[src/rtl/dac_spi_tx_pkg.sv]
// Shared definitions for the DAC SPI transmitter: frame geometry,
// FSM state encoding and small helpers used by the top and its divider.
package dac_spi_tx_pkg;

  localparam int FRAME_W   = 16;
  localparam int CMD_W     = 4;
  localparam int SAMPLE_W  = 8;
  localparam int PAD_W     = 4;
  localparam int BIT_CNT_W = $clog2(FRAME_W);

  typedef enum logic [2:0] {
    ST_IDLE,
    ST_SETUP,
    ST_SHIFT,
    ST_HOLD,
    ST_GAP
  } state_e;

  // Counter width able to hold 0..n-1, never narrower than one bit.
  function automatic int cnt_width(input int n);
    return (n > 1) ? $clog2(n) : 1;
  endfunction

  // Frame layout on the wire: command nibble, sample byte, zero padding.
  function automatic logic [FRAME_W-1:0] build_frame(
    input logic [CMD_W-1:0]    cmd,
    input logic [SAMPLE_W-1:0] sample
  );
    return {cmd, sample, {PAD_W{1'b0}}};
  endfunction

endpackage

[src/rtl/dac_spi_tx_clkdiv.sv]
// Half-period tick generator for the SPI serial clock. Held at zero while
// disabled so every frame starts with a fresh, phase-aligned half period.
module dac_spi_tx_clkdiv
  import dac_spi_tx_pkg::*;
#(
  parameter int CLK_DIV = 2
) (
  input  logic clk,
  input  logic rst_n,
  input  logic en,
  output logic tick
);

  localparam int               DIV_W    = cnt_width(CLK_DIV);
  localparam logic [DIV_W-1:0] DIV_LAST = DIV_W'(CLK_DIV - 1);

  logic [DIV_W-1:0] cnt_q;
  logic [DIV_W-1:0] cnt_d;

  assign tick = en && (cnt_q == DIV_LAST);

  // Next count: clear when idle, wrap after the last cycle of a half period.
  always_comb begin
    cnt_d = cnt_q;
    if (!en) begin
      cnt_d = '0;
    end else if (cnt_q == DIV_LAST) begin
      cnt_d = '0;
    end else begin
      cnt_d = cnt_q + 1'b1;
    end
  end

  // Divider counter register.
  always_ff @(posedge clk or negedge rst_n) begin
    if (!rst_n) begin
      cnt_q <= '0;
    end else begin
      cnt_q <= cnt_d;
    end
  end

endmodule

[src/rtl/dac_spi_tx.sv]
// Serialises 8-bit DDS samples into 16-bit mode-0 SPI frames for a serial
// DAC. A one-entry holding register lets the producer hand over the next
// sample while the current frame is still being shifted out.
module dac_spi_tx
  import dac_spi_tx_pkg::*;
#(
  parameter int         CLK_DIV     = 2,
  parameter logic [3:0] CMD         = 4'b0011,
  parameter int         MIN_CS_HIGH = 4
) (
  input  logic                clk,
  input  logic                rst_n,
  input  logic                dac_en,
  input  logic [SAMPLE_W-1:0] sample_in,
  input  logic                sample_vld,
  output logic                sample_rdy,
  output logic                dac_cs_n,
  output logic                dac_sclk,
  output logic                dac_din,
  output logic                busy,
  output logic                frame_done
);

  localparam int                   GAP_W    = cnt_width(MIN_CS_HIGH);
  localparam logic [GAP_W-1:0]     GAP_LAST = GAP_W'(MIN_CS_HIGH - 1);
  localparam logic [BIT_CNT_W-1:0] BIT_LAST = BIT_CNT_W'(FRAME_W - 1);

  // Holding register
  logic                alive_q;
  logic                alive_d;
  logic                hold_full_q;
  logic                hold_full_d;
  logic [SAMPLE_W-1:0] hold_data_q;
  logic [SAMPLE_W-1:0] hold_data_d;
  logic                accept;
  logic                load;

  // Frame engine
  state_e               state_q;
  state_e               state_d;
  logic [FRAME_W-1:0]   shift_q;
  logic [FRAME_W-1:0]   shift_d;
  logic [BIT_CNT_W-1:0] bit_cnt_q;
  logic [BIT_CNT_W-1:0] bit_cnt_d;
  logic [GAP_W-1:0]     gap_cnt_q;
  logic [GAP_W-1:0]     gap_cnt_d;
  logic                 cs_n_q;
  logic                 cs_n_d;
  logic                 sclk_q;
  logic                 sclk_d;
  logic                 din_q;
  logic                 din_d;
  logic                 frame_done_q;
  logic                 frame_done_d;
  logic [FRAME_W-1:0]   frame_word;
  logic                 div_en;
  logic                 tick;

  // alive_q keeps sample_rdy low while reset is asserted even if dac_en is high.
  assign sample_rdy = dac_en && alive_q && !hold_full_q;
  assign accept     = sample_vld && sample_rdy;
  assign frame_word = build_frame(CMD, hold_data_q);
  assign div_en     = (state_q == ST_SETUP) || (state_q == ST_SHIFT) || (state_q == ST_HOLD);

  assign dac_cs_n   = cs_n_q;
  assign dac_sclk   = sclk_q;
  assign dac_din    = din_q;
  assign frame_done = frame_done_q;
  assign busy       = (state_q != ST_IDLE);

  dac_spi_tx_clkdiv #(
    .CLK_DIV (CLK_DIV)
  ) u_clkdiv (
    .clk   (clk),
    .rst_n (rst_n),
    .en    (div_en),
    .tick  (tick)
  );

  // Holding register: fill on handshake, empty on frame load, drop when disabled.
  always_comb begin
    alive_d     = 1'b1;
    hold_full_d = hold_full_q;
    hold_data_d = hold_data_q;
    if (!dac_en) begin
      hold_full_d = 1'b0;
    end else if (accept) begin
      hold_full_d = 1'b1;
      hold_data_d = sample_in;
    end else if (load) begin
      hold_full_d = 1'b0;
    end
  end

  // Holding register flops.
  always_ff @(posedge clk or negedge rst_n) begin
    if (!rst_n) begin
      alive_q     <= 1'b0;
      hold_full_q <= 1'b0;
      hold_data_q <= '0;
    end else begin
      alive_q     <= alive_d;
      hold_full_q <= hold_full_d;
      hold_data_q <= hold_data_d;
    end
  end

  // Frame sequencing: chip select, serial clock phases, data shifting, gap timing.
  always_comb begin
    state_d      = state_q;
    shift_d      = shift_q;
    bit_cnt_d    = bit_cnt_q;
    gap_cnt_d    = gap_cnt_q;
    cs_n_d       = cs_n_q;
    sclk_d       = sclk_q;
    din_d        = din_q;
    frame_done_d = 1'b0;
    load         = 1'b0;
    unique case (state_q)
      ST_IDLE: begin
        if (hold_full_q && dac_en) begin
          load      = 1'b1;
          shift_d   = frame_word;
          din_d     = frame_word[FRAME_W-1];
          cs_n_d    = 1'b0;
          sclk_d    = 1'b0;
          bit_cnt_d = '0;
          state_d   = ST_SETUP;
        end
      end
      ST_SETUP: begin
        if (tick) begin
          sclk_d  = 1'b1;
          state_d = ST_SHIFT;
        end
      end
      ST_SHIFT: begin
        if (tick) begin
          if (sclk_q) begin
            sclk_d  = 1'b0;
            shift_d = {shift_q[FRAME_W-2:0], 1'b0};
            din_d   = shift_q[FRAME_W-2];
          end else if (bit_cnt_q == BIT_LAST) begin
            state_d = ST_HOLD;
          end else begin
            sclk_d    = 1'b1;
            bit_cnt_d = bit_cnt_q + 1'b1;
          end
        end
      end
      ST_HOLD: begin
        if (tick) begin
          cs_n_d       = 1'b1;
          din_d        = 1'b0;
          frame_done_d = 1'b1;
          gap_cnt_d    = '0;
          state_d      = ST_GAP;
        end
      end
      ST_GAP: begin
        if (gap_cnt_q == GAP_LAST) begin
          state_d = ST_IDLE;
        end else begin
          gap_cnt_d = gap_cnt_q + 1'b1;
        end
      end
      default: begin
        state_d = ST_IDLE;
      end
    endcase
  end

  // Frame engine flops; every SPI output comes straight from a register.
  always_ff @(posedge clk or negedge rst_n) begin
    if (!rst_n) begin
      state_q      <= ST_IDLE;
      shift_q      <= '0;
      bit_cnt_q    <= '0;
      gap_cnt_q    <= '0;
      cs_n_q       <= 1'b1;
      sclk_q       <= 1'b0;
      din_q        <= 1'b0;
      frame_done_q <= 1'b0;
    end else begin
      state_q      <= state_d;
      shift_q      <= shift_d;
      bit_cnt_q    <= bit_cnt_d;
      gap_cnt_q    <= gap_cnt_d;
      cs_n_q       <= cs_n_d;
      sclk_q       <= sclk_d;
      din_q        <= din_d;
      frame_done_q <= frame_done_d;
    end
  end

endmodule
[config.mk]
export PLATFORM = sky130hd
export DESIGN_NAME = dac_spi_tx
export DESIGN_NICKNAME = d
export VERILOG_FILES = /design/src/rtl/dac_spi_tx_pkg.sv /design/src/rtl/dac_spi_tx_clkdiv.sv /design/src/rtl/dac_spi_tx.sv
export SDC_FILE = /design/constraint.sdc
export NUM_CORES = 1
export LEC_CHECK = 0
export ABC_AREA = 0
export CAP_MARGIN = 20
export CORE_MARGIN = 1.5
export CORE_UTILIZATION = 54
export DETAILED_ROUTE_END_ITERATION = 10
export PLACE_DENSITY_LB_ADDON = 0.25
export RECOVER_POWER = 25
export SYNTH_ARGS = -nofsm -noshare
export SYNTH_HDL_FRONTEND = slang
export SYNTH_SLANG_ARGS = --single-unit
[constraint.sdc]
create_clock -name clk -period 1.93 [get_ports clk]
set_input_delay 0.2895 -clock clk [delete_from_list [all_inputs] [get_ports clk]]
set_output_delay 0.2895 -clock clk [all_outputs]
set_load 0.01 [all_outputs]
==> metrics.md, run 1 <==
| Metric | Value |
|---|---|
| Run status | `finished, final reports clean` |
| Final setup viols | `0` |
| Worst path slowest cell | `sky130_fd_sc_hd__clkdlybuf4s50_1` |
| Min Tclk post-route | `1870 ps` |
| Number of top-level pins | `18` |
| Data required time of the critical path | `1640 ps` |
| Cts bufs inserted | `5` |
| First-pass GRT wire length | `a little under 5000 um` |
| Startpoint Class | `input pin` |
| Cell count after synthesis | `147` |
| Combined area of all synthesized cells | `1550 um2` |
| Number of warnings printed during yosys synthesis | `0` |
| HPWL reported at the end of detailed placement | `2000 um` |
| Startpoint of the lowest-slack hold path | `hold_data_q[4]` |
| Count of buffers inserted at the top-level ports | `17` |
| Most frequent cell after synthesis | `sky130_fd_sc_hd__dfrtp_1` |
| Overall overflow remaining after global route | `0` |
| Cell breakdown of the critical path | `clkdlybuf4s50_1 > nand2_1 > nor2_1 > clkdlybuf4s50_1` |
| Standard cell core area | `2730 um2` |
| Number of antenna violations at the first check in global routing | `0` |
| Avg WL per Cell | `~14 um` |
| Startpoint of the lowest-slack register-to-register path | `bit_cnt_q[0]` |
| Flip-flop and latch count after synthesis | `35` |
| Syn nets | `161` |
| Finished Core Util | `68.3%` |
| CTS clk-pin slew, worst paths | `roughly 110 ps` |
| Starting Density | `56.6%` |
| Max-slew headroom | `between 40% and 50%` |
| Number of cells in the finished layout apart from fillers | `204` |
| Die Height | `56.5 um` |
| Fraction of registers with async set or reset after synthesis | `100%` |
| TritonCTS clock tree | `yes` |
| Kind of end point of the critical path | `output port` |
| Floorplan die area | `3200 um2` |
| Setup total negative slack | `0 ps` |
| Leakage component of the power | `roughly 0.82 nW` |
| Cells taking the most area after synthesis | `sky130_fd_sc_hd__dfrtp_1, sky130_fd_sc_hd__mux2_2, sky130_fd_sc_hd__nor2_1` |
| Number of pins with negative max-slew slack in the final report | `0` |
| Most Frequent Cell on Critical Path | `sky130_fd_sc_hd__clkdlybuf4s50_1` |
| Min-Delay Endpoint | `hold_data_q[4]` |
| Maxcap violations | `0` |
| Part of the cycle the worst path needs | `96.7%` |
| Fin. Hold Viols | `0` |
| Count of unique library cells instantiated by Yosys | `34` |
| Setup bufs post-CTS | `0` |
| Number of diodes added for antenna fixing | `0` |
| Nets@finish | `around 190` |
| Type of the worst setup path | `in2out` |
| Total via count after detailed routing | `1150` |
| Proportion of synthesized chip area in sequential cells | `between 50% and 60%` |
| Ranking of synthesized cells by instance count | `sky130_fd_sc_hd__dfrtp_1, sky130_fd_sc_hd__nor2_1, sky130_fd_sc_hd__o21ai_0, sky130_fd_sc_hd__a21oi_1, sky130_fd_sc_hd__mux2_2` |
| Number of rows created at floorplan | `19` |
| Maximum achievable frequency | `536 MHz` |
| Antenna Nets Post-Route | `0` |
| Delay of the slowest critical-path stage | `560 ps` |
| Setup repair after global routing missed its margin | `false` |
| RR Endpoint | `bit_cnt_q[2]` |
| Detail-routed via count per cell | `5.64` |
| Crit path arrival time | `1580 ps` |
| Tightest Hold Check Type | `reg2reg` |
| Final total power | `2.64 mW` |
| Clock skew | `17.6 ps` |
| Latest clock arrival within the worst-skew pair | `340 ps` |
| Critical Path Fanout Max | `4` |
| CTS H-tree lvls | `2` |
| Worst Reg2Reg Path Length in Cells | `5` |
| Slew at the pin with the worst max-slew slack | `around 850 ps` |
| Number of sinks on the clock net | `35` |
| Area growth syn-to-layout | `20.6%` |
| Horiz. Die Dim | `56.5 um` |
| Maximum count of clock buffers along a single path | `2` |
| Worst reg-to-reg setup slack | `170 ps` |
| Final Instance Area | `approximately 1900 um2` |
| Instance area at placement | `around 1800 um2` |
| Share of the synthesized area in the top cell type | `55.0%` |
| Via count of the first global-routing pass | `around 1100` |
| Last weighted congestion value of the routability-driven placer | `0.767` |
| First-pass DRT Iterations | `4` |
| Library cell with the largest summed area after synthesis | `sky130_fd_sc_hd__dfrtp_1` |
| Fraction of layout instances using a drive strength above 1 | `15.6%` |
| P per Cell Area | `1420 nW/um2` |
| Total instance count after detailed placement | `between 150 and 200` |
| Pin count of the biggest net entering global routing | `36` |
| Worst Hold Path Cells | `1` |
| Final routed DRC violation total | `0` |
| Number of flops mapped to enable cells by yosys | `0` |
| Global Route Usage Sum | `20.5%` |
| Largest vdd supply drop | `0.00105 V` |
| Primary FF master, synth | `sky130_fd_sc_hd__dfrtp_1` |
| CTS root buffer | `sky130_fd_sc_hd__clkbuf_4` |
| Average cell area after synthesis | `10.5 um2` |
| Initial detailed-routing violation count | `40` |
| Total detailed-routing wirelength | `2870 um` |
metal layers:
layer	GRT usage, %	vias to the layer above	wire [um]
li1	-	562	-
met1	24.6	566	1250
met2	33.7	17	1470
met3	7.14	5	99
met4	8.16	0	45
met5	0	-	0
flip-flops by register name (all words and copies together), names as in the netlist, 2 cells and up:
| register | count |
|---|---|
| bit_cnt_q | 4 |
| hold_data_q | 8 |
| state_q | 3 |
| shift_q | 11 |
| gap_cnt_q | 2 |
worst max-delay path by stage:
stage | startpoint | cells after the start | endpoint
after detailed placement | dac_en | 4 | sample_rdy
after global placement | dac_en | 4 | sample_rdy
after global routing | dac_en | 4 | sample_rdy
final | dac_en | 4 | sample_rdy
after CTS | dac_en | 4 | sample_rdy
after floorplan | bit_cnt_q[0] | 5 | bit_cnt_q[2]
placed cells by master, fill, tap and decap left out, drive strengths merged, types with 2 or more instances in the layout:
cell type and instances:
nand3 3, or3 2, clkdlybuf4s50 16, ha 2, or2 2, inv 7, a21oi 11, a211oi 2
mux2 8, nor2 20, nor3 3, dfrtp 34, o21ai 13, buf 6, nand3b 3, a31oi 2
nand2 7, mux2i 7, clkbuf 8
metrics by stage:
| stage | setup WS [ps] | hold WS [ps] |
|---|---|---|
| after floorplan | 343 | -6.09 |
| after global placement | 108 | 486 |
| after global routing | 0.113 | 539 |
| after CTS | 62.7 | 353 |
| after detailed placement | 66.7 | 494 |
| final | 64.3 | 515 |
what timing repair did:
| item | CTS | global route |
|---|---|---|
| setup endpoints to repair | 1 | 1 |
| resized for setup | 1 | 2 |
| hold buffers | 0 | 0 |
| cloned | 0 | 0 |
critical path: cells and delay by family:
family                 cells  cell delay (ps)
AND/OR/NAND/NOR            2              210
buffers and inverters      2             1090
kinds of logic after synthesis:
family | share of synthesized area [%]
DFF | 56.7
xor gates and xnor gates | 0.566
AOI/OAI and AO/OA | 12.8
adders and majority gates | 1.62
buffers and inverters | 3.48
and+or+nand+nor | 14.3
other | 0.242
muxes | 10.3
power breakdown:
group | internal, mW | total, mW | switching (mW)
clock | 0.275 | 0.512 | 0.237
sequential | 0.998 | 1.19 | 0.197
combinational | 0.462 | 0.938 | 0.476
layout make-up:
cell class | instances | area, um2
Clock inverter | 1 | 30.0
Clock buffer | 7 | 45.0
Timing Repair Buffer | 24 | 220
Inverter | 7 | 26.3
Multi-Input combinational cell | 99 | 628
Tap cell | 31 | 38.8
Sequential cell | 35 | 878
Fill cell | 220 | 867
(Power assumes the default switching activity.)
==> run 2: changes to the inputs <==
CORE_UTILIZATION = 55   (was 54)
SYNTH_HIERARCHICAL = 1   (was not set)
==> run 2 against run 1 <==
Flip-flop and latch count stayed put. Power is 12% higher. First-iteration DRC count is 93% higher. Synthesized cell count is 0.68% higher. Sequential share of layout area is 5.8 points lower. Non-clock buffer count is 5 higher. Cell count is 7.8% higher. Synthesized area is 12% higher. Routed wire length is 18% higher. Critical path type is now reg2reg. Critical endpoint is now bit_cnt_q[1]. Highest routed layer unchanged.
==> metrics.md, run 2 <==
| Metric | Value |
|---|---|
| Run status | `finished, final reports clean` |
| First-pass DRT Iterations | `4 (unchanged)` |
| Cells taking the most area after synthesis | `sky130_fd_sc_hd__dfrtp_1, sky130_fd_sc_hd__mux2_2, sky130_fd_sc_hd__and3b_1` |
| Maximum count of clock buffers along a single path | `2 (unchanged)` |
| Worst path slowest cell | `sky130_fd_sc_hd__dfrtp_1` |
| Finished Core Util | `70.2% (+2.0 points)` |
| Maximum achievable frequency | `540 MHz (+0.82%)` |
| Largest Register | `shift_q` |
| Most frequent cell after synthesis | `sky130_fd_sc_hd__dfrtp_1` |
| Number of diodes added for antenna fixing | `0 (unchanged)` |
| Setup total negative slack | `0 ps (unchanged)` |
| Count of unique library cells instantiated by Yosys | `47 (+38%)` |
| Proportion of synthesized chip area in sequential cells | `50.4% (-6.3 points)` |
| Global Route Usage Sum | `21.6% (+1.1 points)` |
| Delay of the slowest critical-path stage | `420 ps (-140 ps)` |
| Worst reg-to-reg setup slack | `80 ps (-90 ps)` |
| Worst path bufs/invs | `2 (unchanged)` |
| Horiz. Die Dim | `59.3 um (+4.8%)` |
| Fraction of registers with async set or reset after synthesis | `100% (unchanged)` |
| Cts bufs inserted | `5 (unchanged)` |
| Max reg flops | `11 (unchanged)` |
| Largest vdd supply drop | `0.000759 V (-27%)` |
| Number of pins with negative max-slew slack in the final report | `0 (unchanged)` |
| Via count of the first global-routing pass | `1236 (+11%)` |
| Avg WL per Cell | `15.4 um (+9.6%)` |
| Top delay family on crit path | `simple AND/OR/NAND/NOR gates` |
| Leakage component of the power | `0.914 nW (+11%)` |
| Final total power | `2.95 mW (+12%)` |
| Detail-routed via count per cell | `5.63 (-0.18%)` |
| Starting Density | `57.5% (+0.87 points)` |
| Count of buffers inserted at the top-level ports | `17 (unchanged)` |
| Floorplan die area | `3510 um2 (+9.8%)` |
| Path length in cells of the critical path | `8 (+4)` |
| Overall overflow remaining after global route | `0 (unchanged)` |
| Startpoint Class | `register` |
| CTS clk-pin slew, worst paths | `120 ps (about the same)` |
| Startpoint of the lowest-slack register-to-register path | `state_q[1]` |
| Max-slew headroom | `42.6% (-0.72 points)` |
| Kind of end point of the critical path | `register` |
| Syn nets | `162 (+0.62%)` |
| Beginning of the critical path | `state_q[1]` |
| Area growth syn-to-layout | `22.2%` |
| Combined area of all synthesized cells | `1740 um2 (+12%)` |
| Number of sinks on the clock net | `35 (unchanged)` |
| First-pass GRT wire length | `5600 um (+13%)` |
| Ranking of synthesized cells by instance count | `sky130_fd_sc_hd__dfrtp_1, sky130_fd_sc_hd__mux2_2, sky130_fd_sc_hd__nand2_1, sky130_fd_sc_hd__inv_1` |
| Most frequent cells in the layout | `sky130_fd_sc_hd__dfrtp_1, sky130_fd_sc_hd__mux2_2, sky130_fd_sc_hd__clkdlybuf4s50_1` |
| Standard cell core area | `3030 um2 (+11%)` |
| P per Cell Area | `1390 nW/um2 (-2.0%)` |
| Final Worst Setup Slack | `79.5 ps (+15.2 ps)` |
| Part of the cycle the worst path needs | `95.9% (-0.79 points)` |
| Worst setup slack after placement | `86.1 ps (+19.3 ps)` |
| CTS root buffer | `sky130_fd_sc_hd__clkbuf_4` |
| Last weighted congestion value of the routability-driven placer | `0.869 (+13%)` |
| TritonCTS clock tree | `yes` |
| Critical Path Fanout Max | `6 (+2)` |
| Tightest Hold Check Type | `reg2reg` |
| Worst Reg2Reg Path Length in Cells | `8 (+3)` |
| Final setup viols | `0 (unchanged)` |
| Number of antenna violations at the first check in global routing | `0 (unchanged)` |
| Most Frequent Cell on Critical Path | `sky130_fd_sc_hd__buf_4` |
| Pin count of the biggest net entering global routing | `36 (unchanged)` |
| Total via count after detailed routing | `1238 (+7.7%)` |
| Primary FF master, synth | `sky130_fd_sc_hd__dfrtp_1` |
| Number of warnings printed during yosys synthesis | `6 (+6)` |
| Nets@finish | `189 (+1.6%)` |
| Total detailed-routing wirelength | `3390 um (+18%)` |
| Data required time of the critical path | `2200 ps (+560 ps)` |
| Clock skew | `12.3 ps (-5.29 ps)` |
| Library cell with the largest summed area after synthesis | `sky130_fd_sc_hd__dfrtp_1` |
| Share of the synthesized area in the top cell type | `48.9% (-6.1 points)` |
| HPWL reported at the end of detailed placement | `2260 um (+13%)` |
| Cell count after synthesis | `148 (+0.68%)` |
| Maxcap violations | `0 (unchanged)` |
| Fraction of layout instances using a drive strength above 1 | `32.4% (+17 points)` |
| Worst Hold Path Cells | `2 (+1)` |
| Fin. Hold Viols | `0 (unchanged)` |
| Initial detailed-routing violation count | `77 (+93%)` |
| Type of the worst setup path | `reg2reg` |
| Number of cells in the finished layout apart from fillers | `220 (+7.8%)` |
| Final routed DRC violation total | `0 (unchanged)` |
| Die Height | `59.3 um (+4.8%)` |
| Cell breakdown of the critical path | `buf_4 > nor2_4 > nor2_1 > and2_4 > buf_4 > and4bb_2 > a22oi_2 > a22o_1` |
| Number of top-level pins | `18 (unchanged)` |
| Most common cell after layout, fill and taps aside | `sky130_fd_sc_hd__dfrtp_1` |
| Latest clock arrival within the worst-skew pair | `330 ps (about the same)` |
| Largest registers in the final layout | `shift_q x11, hold_data_q x8, bit_cnt_q x4` |
| Antenna Nets Post-Route | `0 (unchanged)` |
| Slew at the pin with the worst max-slew slack | `861 ps (+10.8 ps)` |
| Number of rows created at floorplan | `20 (+1)` |
| Flip-flop and latch count after synthesis | `35 (unchanged)` |
| CTS H-tree lvls | `2 (unchanged)` |
| Total instance count after detailed placement | `210 (+7.1%)` |
| Number of flops mapped to enable cells by yosys | `0 (unchanged)` |
| Average cell area after synthesis | `11.8 um2 (+12%)` |
| Crit path arrival time | `2120 ps (+540 ps)` |
| Min Tclk post-route | `1850 ps (-15.2 ps)` |
| Startpoint of the lowest-slack hold path | `dac_cs_n` |
==> run 2: final timing paths <==
path                           endpoint
hold reg to reg                dac_cs_n
min in group asynchronous  bit_cnt_q[2]
hold / removal                 dac_cs_n
max in group asynchronous   shift_q[12]
setup reg to reg           bit_cnt_q[1]
setup / recovery           bit_cnt_q[1]
==> run 2: per-layer routing <==
| layer | part of all wire [%] | vias up | GRT usage, % |
|---|---|---|---|
| met5 | 0 | - | 0 |
| met4 | 0.95 | 0 | 8.12 |
| met3 | 3.2 | 4 | 6.11 |
| met2 | 53 | 25 | 36.9 |
| met1 | 43 | 625 | 25.8 |
| li1 | - | 584 | - |
==> run 2: repair_timing <==
| action | in CTS | in global routing |
|---|---|---|
| gates resized for setup | 4 | 6 |
| setup buffers | 1 | 1 |
| hold buffers | 0 | 0 |
| pin swaps | 0 | 3 |
| setup endpoints to repair | 1 | 15 |
==> run 2: cells by family (layout without fill, tap and decap cells) <==
family | count (synthesis) | in the layout | synth area share (%)
buffers and inverters | 17 | 45 | 4.24
AO/OA/AOI/OAI | 23 | 23 | 10.1
flip-flops | 35 | 35 | 50.4
XOR/XNOR | 1 | 1 | 0.503
multiplexers | 29 | 29 | 18.5
other | 1 | 1 | 0.215
adder cells (fa/ha/maj) | 2 | 2 | 1.44
AND/OR/NAND/NOR | 40 | 40 | 14.5
==> run 2: cell type report <==
type,count,area (um2)
Clock inverter,1,7.51
Clock buffer,7,65.1
Inverter,8,30.0
Fill cell,231,901
Sequential cell,35,877
Tap cell,44,55.1
Timing Repair Buffer,29,264
Multi-Input combinational cell,96,828
==> run 2: power by group <==
| group | switching, mW | total, mW | internal, mW |
|---|---|---|---|
| Combinational | 0.600 | 1.32 | 0.717 |
| Clock | 0.249 | 0.462 | 0.213 |
| Sequential | 0.185 | 1.17 | 0.990 |
| Total | 1.03 | 2.95 | 1.92 |
==> run 2: worst register-to-register path, delay by kind of cell (launching register included) <==
kind	cells	cell delay, ps
flip-flops	1	420
buffers and inverters	2	310
AND/OR/NAND/NOR	4	570
AO/OA/AOI/OAI	2	490
==> run 2: through the flow <==
step / instance area [um2] / hold slack, ps
floorplan: 1750 / -6.09
global placement: 2000 / 466
detailed placement: 2000 / 468
CTS: 2100 / 358
global route: 2130 / 502
finish: 2130 / 481
==> run 3: changes to the inputs <==
GPL_ROUTABILITY_DRIVEN = 0   (was not set)
==> results of run 3 <==
The final DEF is identical to that of run 2; final timing and power are the same.
